`src/rtl/rvga_lsu.sv`:
```
// rvga_lsu: single-outstanding load/store unit for the rvga core.
// Takes one memory op from execute, issues one word-aligned memory request,
// waits for load data with a bounded timeout, and returns a one-cycle
// writeback response. Misaligned or illegal ops answer with an error
// and never reach memory. Every output is a flop or a decode of the
// state register, so req_* never reaches mem_* or resp_* in one cycle.
module rvga_lsu #(
  parameter int unsigned TIMEOUT_CYCLES = 32'd255
) (
  input  logic        clk_i,
  input  logic        reset_i,
  input  logic        req_v_i,
  output logic        req_ready_o,
  input  logic        req_is_st_i,
  input  logic [2:0]  req_funct3_i,
  input  logic [31:0] req_addr_i,
  input  logic [31:0] req_wdata_i,
  input  logic [4:0]  req_rd_i,
  output logic        mem_v_o,
  output logic        mem_we_o,
  output logic [31:0] mem_addr_o,
  output logic [31:0] mem_wdata_o,
  output logic [3:0]  mem_wmask_o,
  input  logic        mem_ready_i,
  input  logic        mem_rvalid_i,
  input  logic [31:0] mem_rdata_i,
  output logic        resp_v_o,
  output logic        resp_we_o,
  output logic [4:0]  resp_rd_o,
  output logic [31:0] resp_data_o,
  output logic        resp_err_o
);

  localparam logic [1:0] IDLE = 2'd0;
  localparam logic [1:0] REQ  = 2'd1;
  localparam logic [1:0] WAIT = 2'd2;
  localparam logic [1:0] RESP = 2'd3;

  // Last WAIT cycle index; the op times out at the end of this cycle
  // unless read data arrives in it.
  localparam logic [7:0] TIMEOUT_LAST = 8'(TIMEOUT_CYCLES - 32'd1);

  // Encodings accepted for loads (lb, lh, lw, lbu, lhu) and stores (sb, sh, sw).
  function automatic logic op_legal(input logic is_st, input logic [2:0] funct3);
    logic ok;
    if (is_st) begin
      case (funct3)
        3'b000, 3'b001, 3'b010: ok = 1'b1;
        default:                ok = 1'b0;
      endcase
    end else begin
      case (funct3)
        3'b000, 3'b001, 3'b010, 3'b100, 3'b101: ok = 1'b1;
        default:                                ok = 1'b0;
      endcase
    end
    return ok;
  endfunction

  // Natural alignment by access size (funct3[1:0]: 00 byte, 01 half, 10 word).
  function automatic logic op_aligned(input logic [1:0] size, input logic [1:0] addr_lo);
    logic ok;
    case (size)
      2'b00:   ok = 1'b1;
      2'b01:   ok = (addr_lo[0] == 1'b0);
      2'b10:   ok = (addr_lo == 2'b00);
      default: ok = 1'b0;
    endcase
    return ok;
  endfunction

  // Replicate store data across all lanes so the mask alone picks the bytes.
  function automatic logic [31:0] store_wdata(input logic [1:0] size, input logic [31:0] wdata);
    logic [31:0] d;
    case (size)
      2'b00:   d = {4{wdata[7:0]}};
      2'b01:   d = {2{wdata[15:0]}};
      2'b10:   d = wdata;
      default: d = 32'd0;
    endcase
    return d;
  endfunction

  // Byte-enable mask for a store of the given size at the given lane.
  function automatic logic [3:0] store_wmask(input logic [1:0] size, input logic [1:0] addr_lo);
    logic [3:0] m;
    case (size)
      2'b00:   m = 4'b0001 << addr_lo;
      2'b01:   m = 4'b0011 << addr_lo;
      2'b10:   m = 4'b1111;
      default: m = 4'b0000;
    endcase
    return m;
  endfunction

  // Pick the addressed byte/half out of the read word and extend it.
  function automatic logic [31:0] load_extract(input logic [2:0]  funct3,
                                               input logic [1:0]  addr_lo,
                                               input logic [31:0] rdata);
    logic [7:0]  b;
    logic [15:0] h;
    logic [31:0] d;
    case (addr_lo)
      2'b00:   b = rdata[7:0];
      2'b01:   b = rdata[15:8];
      2'b10:   b = rdata[23:16];
      2'b11:   b = rdata[31:24];
      default: b = 8'd0;
    endcase
    h = addr_lo[1] ? rdata[31:16] : rdata[15:0];
    case (funct3)
      3'b000:  d = {{24{b[7]}}, b};
      3'b100:  d = {24'd0, b};
      3'b001:  d = {{16{h[15]}}, h};
      3'b101:  d = {16'd0, h};
      3'b010:  d = rdata;
      default: d = 32'd0;
    endcase
    return d;
  endfunction

  logic [1:0]  state_r;
  logic [1:0]  state_s;
  logic [7:0]  count_r;
  logic        is_st_r;
  logic [2:0]  funct3_r;
  logic [1:0]  addr_lo_r;
  logic [4:0]  rd_r;
  logic        mem_we_r;
  logic [31:0] mem_addr_r;
  logic [31:0] mem_wdata_r;
  logic [3:0]  mem_wmask_r;
  logic        resp_we_r;
  logic [4:0]  resp_rd_r;
  logic [31:0] resp_data_r;
  logic        resp_err_r;
  logic        accept_s;
  logic        req_ok_s;
  logic        timeout_s;
  logic [31:0] load_data_s;

  // Next-state selection plus the request-acceptance and timeout decodes.
  always_comb begin
    accept_s    = req_v_i && (state_r == IDLE);
    req_ok_s    = op_legal(req_is_st_i, req_funct3_i) &&
                  op_aligned(req_funct3_i[1:0], req_addr_i[1:0]);
    timeout_s   = (count_r == TIMEOUT_LAST);
    load_data_s = load_extract(funct3_r, addr_lo_r, mem_rdata_i);
    state_s     = state_r;
    case (state_r)
      IDLE: begin
        if (accept_s) begin
          state_s = req_ok_s ? REQ : RESP;
        end else begin
          state_s = IDLE;
        end
      end
      REQ: begin
        if (mem_ready_i) begin
          state_s = is_st_r ? RESP : WAIT;
        end else begin
          state_s = REQ;
        end
      end
      WAIT: begin
        if (mem_rvalid_i || timeout_s) begin
          state_s = RESP;
        end else begin
          state_s = WAIT;
        end
      end
      RESP:    state_s = IDLE;
      default: state_s = IDLE;
    endcase
  end

  // State, captured request, memory-channel and response registers.
  // Response fields default to zero each cycle, so they are non-zero only
  // during the single RESP cycle that follows the edge that sets them.
  always_ff @(posedge clk_i) begin
    if (reset_i) begin
      state_r     <= IDLE;
      count_r     <= 8'd0;
      is_st_r     <= 1'b0;
      funct3_r    <= 3'd0;
      addr_lo_r   <= 2'd0;
      rd_r        <= 5'd0;
      mem_we_r    <= 1'b0;
      mem_addr_r  <= 32'd0;
      mem_wdata_r <= 32'd0;
      mem_wmask_r <= 4'd0;
      resp_we_r   <= 1'b0;
      resp_rd_r   <= 5'd0;
      resp_data_r <= 32'd0;
      resp_err_r  <= 1'b0;
    end else begin
      state_r     <= state_s;
      resp_we_r   <= 1'b0;
      resp_rd_r   <= 5'd0;
      resp_data_r <= 32'd0;
      resp_err_r  <= 1'b0;
      case (state_r)
        IDLE: begin
          if (accept_s) begin
            is_st_r   <= req_is_st_i;
            funct3_r  <= req_funct3_i;
            addr_lo_r <= req_addr_i[1:0];
            rd_r      <= req_rd_i;
            count_r   <= 8'd0;
            if (req_ok_s) begin
              mem_we_r    <= req_is_st_i;
              mem_addr_r  <= {req_addr_i[31:2], 2'b00};
              mem_wdata_r <= req_is_st_i ? store_wdata(req_funct3_i[1:0], req_wdata_i) : 32'd0;
              mem_wmask_r <= req_is_st_i ? store_wmask(req_funct3_i[1:0], req_addr_i[1:0]) : 4'd0;
            end else begin
              resp_err_r <= 1'b1;
              resp_rd_r  <= req_rd_i;
            end
          end
        end
        REQ: begin
          // Read data seen here belongs to no accepted request and is dropped.
          if (mem_ready_i) begin
            mem_we_r    <= 1'b0;
            mem_addr_r  <= 32'd0;
            mem_wdata_r <= 32'd0;
            mem_wmask_r <= 4'd0;
            count_r     <= 8'd0;
            resp_rd_r   <= rd_r;
          end
        end
        WAIT: begin
          // Data arriving on the timeout cycle still completes normally.
          if (mem_rvalid_i) begin
            resp_we_r   <= (rd_r != 5'd0);
            resp_rd_r   <= rd_r;
            resp_data_r <= load_data_s;
          end else if (timeout_s) begin
            resp_err_r <= 1'b1;
            resp_rd_r  <= rd_r;
          end else begin
            count_r <= count_r + 8'd1;
          end
        end
        RESP: begin
          count_r <= 8'd0;
        end
        default: begin
          count_r <= 8'd0;
        end
      endcase
    end
  end

  assign req_ready_o = (state_r == IDLE);
  assign mem_v_o     = (state_r == REQ);
  assign mem_we_o    = mem_we_r;
  assign mem_addr_o  = mem_addr_r;
  assign mem_wdata_o = mem_wdata_r;
  assign mem_wmask_o = mem_wmask_r;
  assign resp_v_o    = (state_r == RESP);
  assign resp_we_o   = resp_we_r;
  assign resp_rd_o   = resp_rd_r;
  assign resp_data_o = resp_data_r;
  assign resp_err_o  = resp_err_r;

endmodule
```
`config.mk`:
```
export PLATFORM = sky130hd
export DESIGN_NAME = rvga_lsu
export DESIGN_NICKNAME = d
export VERILOG_FILES = /design/src/rtl/rvga_lsu.sv
export SDC_FILE = /design/constraint.sdc
export NUM_CORES = 1
export LEC_CHECK = 0
export CAP_MARGIN = 20
export CORE_MARGIN = 2
export CORE_UTILIZATION = 60
export CTS_BUF_LIST = sky130_fd_sc_hd__clkbuf_8 sky130_fd_sc_hd__clkbuf_16
export CTS_CLUSTER_SIZE = 14
export DETAILED_ROUTE_END_ITERATION = 12
export DONT_BUFFER_PORTS = 1
export PLACE_DENSITY = 0.76
export SYNTH_ARGS = -nofsm -noshare
export SYNTH_HDL_FRONTEND = slang
export SYNTH_SLANG_ARGS = --single-unit
```
`constraint.sdc`:
```
create_clock -name clk_i -period 3.68 [get_ports clk_i]
set_input_delay 0.368 -clock clk_i [delete_from_list [all_inputs] [get_ports clk_i]]
set_output_delay 0.368 -clock clk_i [all_outputs]
set_load 0.05 [all_outputs]
```
==> flow_metrics.env <==
export IMPL_postCtsSetupBuffers=0
export IMPL_comb_power_share_pct=10.2
export IMPL_ys_warn_count=0
export IMPL_synth_most_common_cell="dfxtp_1"
export IMPL_hold_violations=0
export IMPL_synth_seq_cells=127
export IMPL_syn_cell_area_mm2=0.004975
export IMPL_drt_iter0_drc=220
export IMPL_die_area_mm2=0.009035
export IMPL_final_area_mm2=0.006138
export IMPL_timing_slew_headroom_pct=24.46
export IMPL_hold_depth=2
export IMPL_power_density_mw_per_mm2=574.4
export IMPL_crit_arrival_ns=2.67
export IMPL_first_global_vias=4128
export IMPL_reg2reg_from="state_r[1]$_SDFF_PP0_"
export IMPL_multiInputGateArea_mm2=0.002228
export IMPL_syn_avg_cell_area_um2=9.458
export IMPL_p_sw_mw=1.027
export IMPL_nFillCells=546
export IMPL_place_hpwl_um=8952
export IMPL_core_area_mm2=0.008134
export IMPL_seq_area_mm2=0.002542
export IMPL_setup_tns_ns=0
export IMPL_required_ns=4.05
export IMPL_crit_path_start_kind="register"
export IMPL_p_sw_share_pct=29.13
export IMPL_netlist_instances=526
export IMPL_synth_seq_area_share_pct=51.11
export IMPL_via_per_inst=6.344
export IMPL_rr_worst_depth=4
export IMPL_p_int_mw=2.498
export IMPL_antenna_found_initial=0
export IMPL_grt_pass1_wl_um=20810
export IMPL_synth_top_cell_by_area="dfxtp_1"
export IMPL_crit_fanout=16
export IMPL_drv_slew=0
export IMPL_fp_dieH_um=95.06
export IMPL_status="finished clean"
export IMPL_synth_main_ff_cell="dfxtp_1"
export IMPL_p_leak_nw=2.300
export IMPL_grt_start_max_net_pins=68
export IMPL_post_route_min_period_ns=2.303
export IMPL_min_path_type="input port to register"
export IMPL_synth_edf_count=0
export IMPL_max_freq_mhz=434.2
export IMPL_p_seq_share_pct=45.5
export IMPL_drive_above_1_share_pct=7.836
export IMPL_synth_cell_types=52
export IMPL_setup_worst_path_class="register to register"
export IMPL_r2r_slack_ns=1.38
export IMPL_synth_area_top_cells="dfxtp_1 (51%), a22o_1 (9.9%), a21oi_1 (6.6%)"
export IMPL_cts_tree="yes"
export IMPL_place_gp_congestion=0.8894
export IMPL_drtAntennaViolNets=0
export IMPL_final_core_util_pct=75.47
export IMPL_drt_wl_total_um=13770
export IMPL_maxCapViolations=0
export IMPL_r2r_end="resp_data_o[5]$_SDFF_PP0_"
export IMPL_rsz0062_at_grt="no"
export IMPL_diodes=0
export IMPL_synth_top_area_share_pct=51.11
export IMPL_crit_chain="nand2b_1 > nor3b_1 > o21ai_1 > a2111oi_0"
export IMPL_synthTopCellsByCount="dfxtp_1 (127), a21oi_1 (66), nand2_1 (62), a22o_1 (56), nor2_1 (27)"
export IMPL_route_vias_total=4390
export IMPL_drt_pass1_iter_count=6
export IMPL_cp_top_family="compound AO/OA/AOI/OAI gates"
export IMPL_portBuffers=0
export IMPL_clkTransAtPathRegs_ns=0.06
export IMPL_ios=221
export IMPL_overflow=0
export IMPL_drcViolationCount=0
export IMPL_routedWlPerCell_um=19.89
export IMPL_clk_latency_ns=0.51
export IMPL_ir_drop_v=0.0003065
export IMPL_tightestPinTransition_ns=1.126
export IMPL_fin_crit_sh_pct=62.58
export IMPL_cts_buffer_depth=2
export IMPL_setup_violations=0
export IMPL_path_buf_inv=0
export IMPL_area_growth_pct=23.39
export IMPL_htree_levels=4
export IMPL_critPathCaptureType="register"
export IMPL_track_usage_pct=29.73
export IMPL_clockPowerShare_pct=44.2
export IMPL_rows=33
export IMPL_cpPeakStageDelay_ns=0.52
export IMPL_initial_core_util_pct=61.16
export IMPL_die_w_um=95.06
export IMPL_cts_sinks=127
export IMPL_synth_async_reset_ratio_pct=0
export IMPL_layout_nets=686
export IMPL_hp_start="req_rd_i[4]"
export IMPL_clock_root_buffer="clkbuf_8"
export IMPL_worst_clock_skew_ns=0.01166
export IMPL_critPathSlowestCell="dfxtp_1"
export IMPL_power_total_mw=3.526
export IMPL_numCtsBuffers=17
export IMPL_dpl_instance_area_mm2=0.004981
export IMPL_hold_end="rd_r[4]$_SDFFE_PP0P_"
-- registers in the layout, indices dropped and copies added (netlist names), 3 cells and up --
name         cells
resp_data_o     32
rd_r             5
mem_addr_o      30
resp_rd_o        5
mem_wdata_o     32
count_r          8
funct3_r         3
mem_wmask_o      4
-- per-layer routing --
metal / up-vias / wire (µm) / track usage (%)
met5: - / 0 / 0
met3: 36 / 1104 / 9.249
met2: 236 / 7067 / 50.06
met1: 2073 / 5222 / 35.22
li1: 2045 / - / -
met4: 0 / 370 / 12.32
-- worst max path at each step --
stage | endpoint | cells after the start | startpoint
after floorplan | mem_addr_o[10]$_SDFFE_PP0P_ | 5 | state_r[1]$_SDFF_PP0_
after global placement | mem_addr_o[14]$_SDFFE_PP0P_ | 4 | req_addr_i[1]
after detailed placement | resp_data_o[1]$_SDFF_PP0_ | 4 | state_r[1]$_SDFF_PP0_
after CTS | resp_data_o[5]$_SDFF_PP0_ | 4 | state_r[1]$_SDFF_PP0_
after global routing | resp_data_o[5]$_SDFF_PP0_ | 4 | state_r[1]$_SDFF_PP0_
final | resp_data_o[5]$_SDFF_PP0_ | 4 | state_r[1]$_SDFF_PP0_
-- layout make-up --
| type | count | area share, % |
|---|---|---|
| multi-input combinational | 353 | 36.30 |
| clock inverter | 14 | 2.140 |
| inverter | 9 | 0.5503 |
| tap | 105 | 2.140 |
| timing repair buffer | 66 | 10.48 |
| sequential | 127 | 41.42 |
| clock buffer | 18 | 6.971 |
-- cell usage in the layout, fill, tap and decap left out, types with 4 or more instances in the layout --
cell type      netlist  layout
dfxtp_1            127     127
a21oi_1             66      66
nand2_1             62      62
dlygate4sd3_1        0      59
a22o_1              56      56
nor2_1              27      26
o21ai_0             22      22
clkbuf_16            0      16
nor2b_1             12      12
o2bb2ai_1           10      10
inv_1                8       8
nand3_1              8       8
o22a_1               7       7
o22ai_1              7       7
a2111oi_0            7       7
a22oi_1              7       7
buf_4                2       7
mux2i_1              5       5
a32o_1               5       5
nand2b_1             4       4
a2111o_1             4       4
clkinvlp_4           0       4
inv_6                0       4
-- timing repair --
| action | CTS | global route |
|---|---|---|
| hold buffers | 56 | 3 |
| hold endpoints to repair | 66 | 3 |
| endpoints found under the setup margin | 0 | 0 |
| resized for setup | 0 | 0 |
-- metrics by stage --
| stage | hold slack (ns) | worst slack [ns] | cells |
|---|---|---|---|
| global route | 0.001157 | 1.096 | 692 |
| detailed placement | 0.4430 | 1.426 | 600 |
| global placement | 0.4376 | 1.495 | 599 |
| floorplan | 0.4332 | 1.647 | 527 |
| CTS | 0.00003336 | 1.404 | 688 |
| finish | 0.005721 | 1.377 | 692 |
-- power by group through the flow --
stage,clock network (mW),registers (mW),logic [mW]
after floorplan,0,1.61,0.267
after global placement,0,1.63,0.286
after detailed placement,0,1.63,0.295
after CTS,1.56,1.60,0.350
after global routing,1.63,1.61,0.395
final,1.56,1.61,0.361
-- worst register-to-register path, delay by kind of cell, from the launching register on --
family / cells / cell delay, ns
and+or+nand+nor: 2 / 0.63
DFF: 1 / 0.52
AOI/OAI and AO/OA: 2 / 1.02
-- cell families after synthesis --
kind of cell    share of synthesized area, %
simple gates                           12.12
flops                                  51.11
compound gates                         30.18
fa+ha+maj                             0.5029
buf+inv                                4.326
other cells                          0.07538
mux                                    1.685
(Power assumes the default switching activity.)
